File: src/rtl/cla_nibble_seq_ctrl.sv
// Nibble-serial WIDTH-bit adder built around one shared 4-bit carry-lookahead slice (CLA4_h).
// Optional macro CLA_SEQ_SUB_EN adds a 'sub' input that turns the operation into A - B.

module CLA4_h (
    input  logic [3:0] A,
    input  logic [3:0] B,
    input  logic       Ci,
    output logic [3:0] S,
    output logic       Co,
    output logic       Pi
);
    logic [3:0] p_s;
    logic [3:0] g_s;
    logic [4:0] c_s;

    // Two-level lookahead carries for one nibble
    always_comb begin
        p_s    = A ^ B;
        g_s    = A & B;
        c_s[0] = Ci;
        c_s[1] = g_s[0] | (p_s[0] & Ci);
        c_s[2] = g_s[1] | (p_s[1] & g_s[0]) | (p_s[1] & p_s[0] & Ci);
        c_s[3] = g_s[2] | (p_s[2] & g_s[1]) | (p_s[2] & p_s[1] & g_s[0])
               | (p_s[2] & p_s[1] & p_s[0] & Ci);
        c_s[4] = g_s[3] | (p_s[3] & g_s[2]) | (p_s[3] & p_s[2] & g_s[1])
               | (p_s[3] & p_s[2] & p_s[1] & g_s[0])
               | (p_s[3] & p_s[2] & p_s[1] & p_s[0] & Ci);
        S      = p_s ^ c_s[3:0];
        Co     = c_s[4];
        Pi     = &p_s;
    end
endmodule

module cla_nibble_seq_ctrl #(
    parameter int WIDTH = 16
) (
    input  logic             clk,
    input  logic             rst_n,
    input  logic             start,
    output logic             ready,
    input  logic [WIDTH-1:0] A,
    input  logic [WIDTH-1:0] B,
    input  logic             Ci,
    output logic [WIDTH-1:0] sum,
    output logic             Co,
    output logic             prop_all,
    output logic             done
`ifdef CLA_SEQ_SUB_EN
    ,
    input  logic             sub
`endif
);
    localparam int NIB = WIDTH / 4;
    localparam int CW  = (NIB > 1) ? $clog2(NIB) : 1;
    localparam logic [CW-1:0] LAST_CNT = CW'(NIB - 1);

    localparam logic [1:0] ST_IDLE = 2'd0;
    localparam logic [1:0] ST_RUN  = 2'd1;
    localparam logic [1:0] ST_DONE = 2'd2;

    logic [1:0]       state_r;
    logic [WIDTH-1:0] a_r;
    logic [WIDTH-1:0] b_r;
    logic             carry_r;
    logic [CW-1:0]    cnt_r;
    logic             acc_r;
    logic [WIDTH-1:0] psum_r;

    logic [WIDTH-1:0] b_load_s;
    logic             c_load_s;
    logic [3:0]       slice_sum_s;
    logic             slice_co_s;
    logic             slice_pi_s;
    logic [WIDTH-1:0] psum_next_s;

    // Operand B and carry as captured at the accepting edge
    always_comb begin
`ifdef CLA_SEQ_SUB_EN
        if (sub) begin
            b_load_s = ~B;
            c_load_s = 1'b1;
        end else begin
            b_load_s = B;
            c_load_s = Ci;
        end
`else
        b_load_s = B;
        c_load_s = Ci;
`endif
    end

    CLA4_h u_slice (
        .A  (a_r[3:0]),
        .B  (b_r[3:0]),
        .Ci (carry_r),
        .S  (slice_sum_s),
        .Co (slice_co_s),
        .Pi (slice_pi_s)
    );

    // Sum nibbles enter at the top, so after NIB passes nibble 0 sits at the bottom
    assign psum_next_s = {slice_sum_s, psum_r[WIDTH-1:4]};

    // Sequencer FSM, datapath shift registers and registered results
    always_ff @(posedge clk or negedge rst_n) begin
        if (!rst_n) begin
            state_r  <= ST_IDLE;
            a_r      <= '0;
            b_r      <= '0;
            carry_r  <= 1'b0;
            cnt_r    <= '0;
            acc_r    <= 1'b0;
            psum_r   <= '0;
            sum      <= '0;
            Co       <= 1'b0;
            prop_all <= 1'b0;
            done     <= 1'b0;
            ready    <= 1'b1;
        end else begin
            case (state_r)
                ST_IDLE: begin
                    done <= 1'b0;
                    if (start) begin
                        a_r     <= A;
                        b_r     <= b_load_s;
                        carry_r <= c_load_s;
                        cnt_r   <= '0;
                        acc_r   <= 1'b1;
                        ready   <= 1'b0;
                        state_r <= ST_RUN;
                    end else begin
                        ready   <= 1'b1;
                        state_r <= ST_IDLE;
                    end
                end
                ST_RUN: begin
                    a_r     <= {4'h0, a_r[WIDTH-1:4]};
                    b_r     <= {4'h0, b_r[WIDTH-1:4]};
                    psum_r  <= psum_next_s;
                    carry_r <= slice_co_s;
                    acc_r   <= acc_r & slice_pi_s;
                    cnt_r   <= cnt_r + CW'(1);
                    ready   <= 1'b0;
                    if (cnt_r == LAST_CNT) begin
                        sum      <= psum_next_s;
                        Co       <= slice_co_s;
                        prop_all <= acc_r & slice_pi_s;
                        done     <= 1'b1;
                        state_r  <= ST_DONE;
                    end else begin
                        done     <= 1'b0;
                        state_r  <= ST_RUN;
                    end
                end
                ST_DONE: begin
                    done    <= 1'b0;
                    ready   <= 1'b1;
                    state_r <= ST_IDLE;
                end
                default: begin
                    done    <= 1'b0;
                    ready   <= 1'b1;
                    state_r <= ST_IDLE;
                end
            endcase
        end
    end
endmodule

File: config.mk
export PLATFORM = sky130hd
export DESIGN_NAME = cla_nibble_seq_ctrl
export DESIGN_NICKNAME = d
export VERILOG_FILES = /design/src/rtl/cla_nibble_seq_ctrl.sv
export SDC_FILE = /design/constraint.sdc
export NUM_CORES = 1
export LEC_CHECK = 0
export CORE_AREA = 5 5 86 88
export CTS_BUF_LIST = sky130_fd_sc_hd__clkbuf_2 sky130_fd_sc_hd__clkbuf_4 sky130_fd_sc_hd__clkbuf_8
export DETAILED_ROUTE_END_ITERATION = 7
export DIE_AREA = 0 0 91 93
export PLACE_DENSITY_LB_ADDON = 0.15
export SLEW_MARGIN = 20
export SYNTH_ARGS = -nofsm -noshare
export SYNTH_HDL_FRONTEND = slang
export SYNTH_SLANG_ARGS = --single-unit
export TNS_END_PERCENT = 1
File: constraint.sdc
create_clock -name clk -period 1.7 [get_ports clk]
set_clock_uncertainty 0.15 [all_clocks]
set_input_delay 0.51 -clock clk [delete_from_list [all_inputs] [get_ports clk]]
set_output_delay 0.51 -clock clk [all_outputs]
set_load 0.05 [all_outputs]
==> impl_metrics.yaml <==
sta:
  whs_ns: 0.0353
  slew_violations: 0
  finalSetupViolations: 0
  setup_tns_ns: 0
  maxSlewHeadroom_pct: 75.0
  hold_violations: 0
  rsz0062_at_grt: "true"
  fin_crit_sh_pct: 99.2
  period_minus_slack_ns: 1.69
  max_freq_mhz: 593
  tightest_slew_ns: 0.375
routing:
  firstDrtPassIters: 4
  drt_iter0_drc: 69
  vias_per_cell: 5.11
  wl_per_cell_um: 13.8
  drc: 0
  vias: 2211
  wl_um: 5990
  ant_nets: 0
die:
  die_h_um: 93
  core_region_area_sq_um: 6570
  dieArea_sq_um: 8460
  dieWidth_um: 91
  pin_count: 56
  rows: 30
  start_util_pct: 47.0
cts:
  clockBufferDepth: 2
  holdBufCountCts: 0
  path_clk_slew_ns: 0.07
  cts_tree: "yes"
  cts_setup_buffers: 0
  cts_buffers: 9
  clock-sinks: 70
  clk_latency_ns: 0.33
  htree_levels: 3
  root_buffer: "clkbuf_8"
power_and_ir_drop:
  p_leak_nw: 2.04
  finalPower_mw: 8.97
  pwr_density_cell_nw_per_um2: 2070
  vdd_drop_max_uv: 1320
worst_setup_path:
  worstReg2RegEnd: "carry_r$_DFFE_PN0P_"
  crit_path_start_kind: "register"
  cp-end-kind: "register"
  reg2reg_from: "a_r[1]$_DFFE_PN0P_"
  r2r_setup_slack_ns: 0.01
  worstSetupPathType: "register to register"
  worstPathMaxFanout: 3
  worstPathRequired_ns: 1.76
  arrival_ns: 1.75
  ff2ff_path_depth: 5
yosys:
  synth-seq-area-share_pct: 56.8
  synth-edff-count: 0
  ys_top_cells_by_count: "dfrtp_1 (69), nand2_1 (63), o21ai_0 (38)"
  syn_nets: 318
  synth_top_area_share_pct: 56.0
  yosys_register_bits: 70
  synthArstFlopShare_pct: 100
  yosys_warnings: 0
  synth.area.top_cells: "dfrtp_1 (56%), mux2i_1 (8.4%), nand2_1 (7.7%)"
  synth.cell_area_sq_um: 3090
  synthDistinctLibCells: 35
  avgSynthCellArea_sq_um: 11.2
  ys.flop_type: "dfrtp_1"
  post-synth-top-count-cell: "dfrtp_1"
  synth_cells: 276
  yosysTopAreaCell: "dfrtp_1"
grt:
  grt_pass1_wl_um: 10200
  grt_max_degree: 71
  grt_usage_pct: 14.8
  antenna_found_initial: 0
  overflow: 0
  grt_pass1_vias: 2226
layout:
  drive_above_1_share_pct: 24.1
  seqCellArea_sq_um: 1750
  diodes: 0
  nNetsFinal: 391
  area_delta_synth_final_pct: 40.5
  fill_cells: 495
  multi_input_area_sq_um: 1290
  final_cells: 433
worst_hold_path:
  min_path_type: "input port to asynchronous set/reset pin"
place:
  gp_congestion: 0.744
  hpwl_um: 4230
  post-place-cells: 419
  io_buffer_count: 55
status:
  status: "finished, final reports clean"
job:
  cap_violations: 0
[routing by layer]
metal	global-route usage (%)	share of wire (%)	vias to the layer above
li1	-	-	1096
met1	19.1	44	1052
met2	24.2	49	51
met3	2.74	4.8	12
met4	7.21	2.5	0
met5	0	0	-
[registers in the layout (all words and copies together), names as in the netlist]
name	cells
psum_r	12
Co	1
acc_r	1
state_r	2
cnt_r	2
b_r	16
ready	1
prop_all	1
carry_r	1
done	1
a_r	16
sum	16
[worst max path at each step]
stage	slack, ns	to	cells past startpoint	start
finish	0.01	carry_r$_DFFE_PN0P_	5	a_r[1]$_DFFE_PN0P_
global route	-0.04	Co$_DFFE_PN0N_	5	a_r[1]$_DFFE_PN0P_
CTS	-0.009	ready	1	ready$_DFF_PN1_
detailed placement	-0.25	a_r[12]$_DFFE_PN0P_	4	start
global placement	-0.21	carry_r$_DFFE_PN0P_	5	start
floorplan	0.006	psum_r[14]$_DFFE_PN0P_	4	a_r[0]$_DFFE_PN0P_
[kinds of logic after synthesis]
group	share of synthesized area (%)
AO/OA/AOI/OAI	11.3
XOR/XNOR	0.284
multiplexers	12.8
adder cells (fa/ha/maj)	2.68
buffers and inverters	4.14
AND/OR/NAND/NOR	12.0
flip-flops	56.8
[critical path, cell delays in order, from the launching register on]
cell	delay, ns
dfrtp_1	0.42
ha_4	0.26
a211o_1	0.30
a221oi_2	0.23
buf_4	0.16
o21ai_0	0.06
[metrics by stage]
step                      worst slack [ns]  instance area, sq um  util (%)
after floorplan                    0.00648                  3090         -
after global placement              -0.207                  4090      62.3
after detailed placement            -0.251                  4090      62.3
after CTS                         -0.00933                  4290      65.3
after global routing               -0.0407                  4340      66.0
final                               0.0130                  4340      66.0
[area by class of cell]
type,instances,area share (%)
timing repair buffer,78,22.9
tap,80,2.31
clock buffer,14,4.01
multi-input combinational,185,29.8
inverter,5,0.433
clock inverter,1,0.115
sequential,70,40.4
[placed cells by master, fill, tap and decap left out, drive strengths merged]
cell type / synthesis / routed
nor2: 2 / 2
xor2: 1 / 1
mux2: 12 / 12
o21a: 1 / 1
fa: 1 / 1
and4: 1 / 1
a211o: 1 / 1
ha: 5 / 5
buf: 12 / 44
nand3b: 1 / 1
clkdlybuf4s50: 0 / 34
o21ba: 1 / 1
a211oi: 1 / 1
o211ai: 1 / 1
clkbuf: 4 / 14
o31ai: 2 / 2
mux2i: 26 / 26
a22o: 5 / 5
a21oi: 5 / 5
dfrtp: 69 / 69
nor2b: 7 / 7
a22oi: 1 / 1
inv: 5 / 5
clkinv: 0 / 1
nand3: 2 / 2
and2b: 1 / 1
o21bai: 1 / 1
or4: 2 / 2
o2111ai: 1 / 1
dfstp: 1 / 1
o21ai: 38 / 38
nor3b: 1 / 1
a221oi: 1 / 1
nand2b: 1 / 1
nand2: 63 / 63
[repair_timing]
item / in CTS / in global routing
resized for setup: 4 / 6
endpoints found under the hold margin: 0 / 0
pin swaps: 0 / 0
setup endpoints to repair: 7 / 9
[where the power goes]
| part | total [mW] | internal, mW | switching [mW] |
|---|---|---|---|
| sequential | 2.98 | 2.40 | 0.579 |
| clock | 1.21 | 0.649 | 0.560 |
| combinational | 4.78 | 2.46 | 2.32 |
No activity file was read; power rests on OpenSTA's default activity.
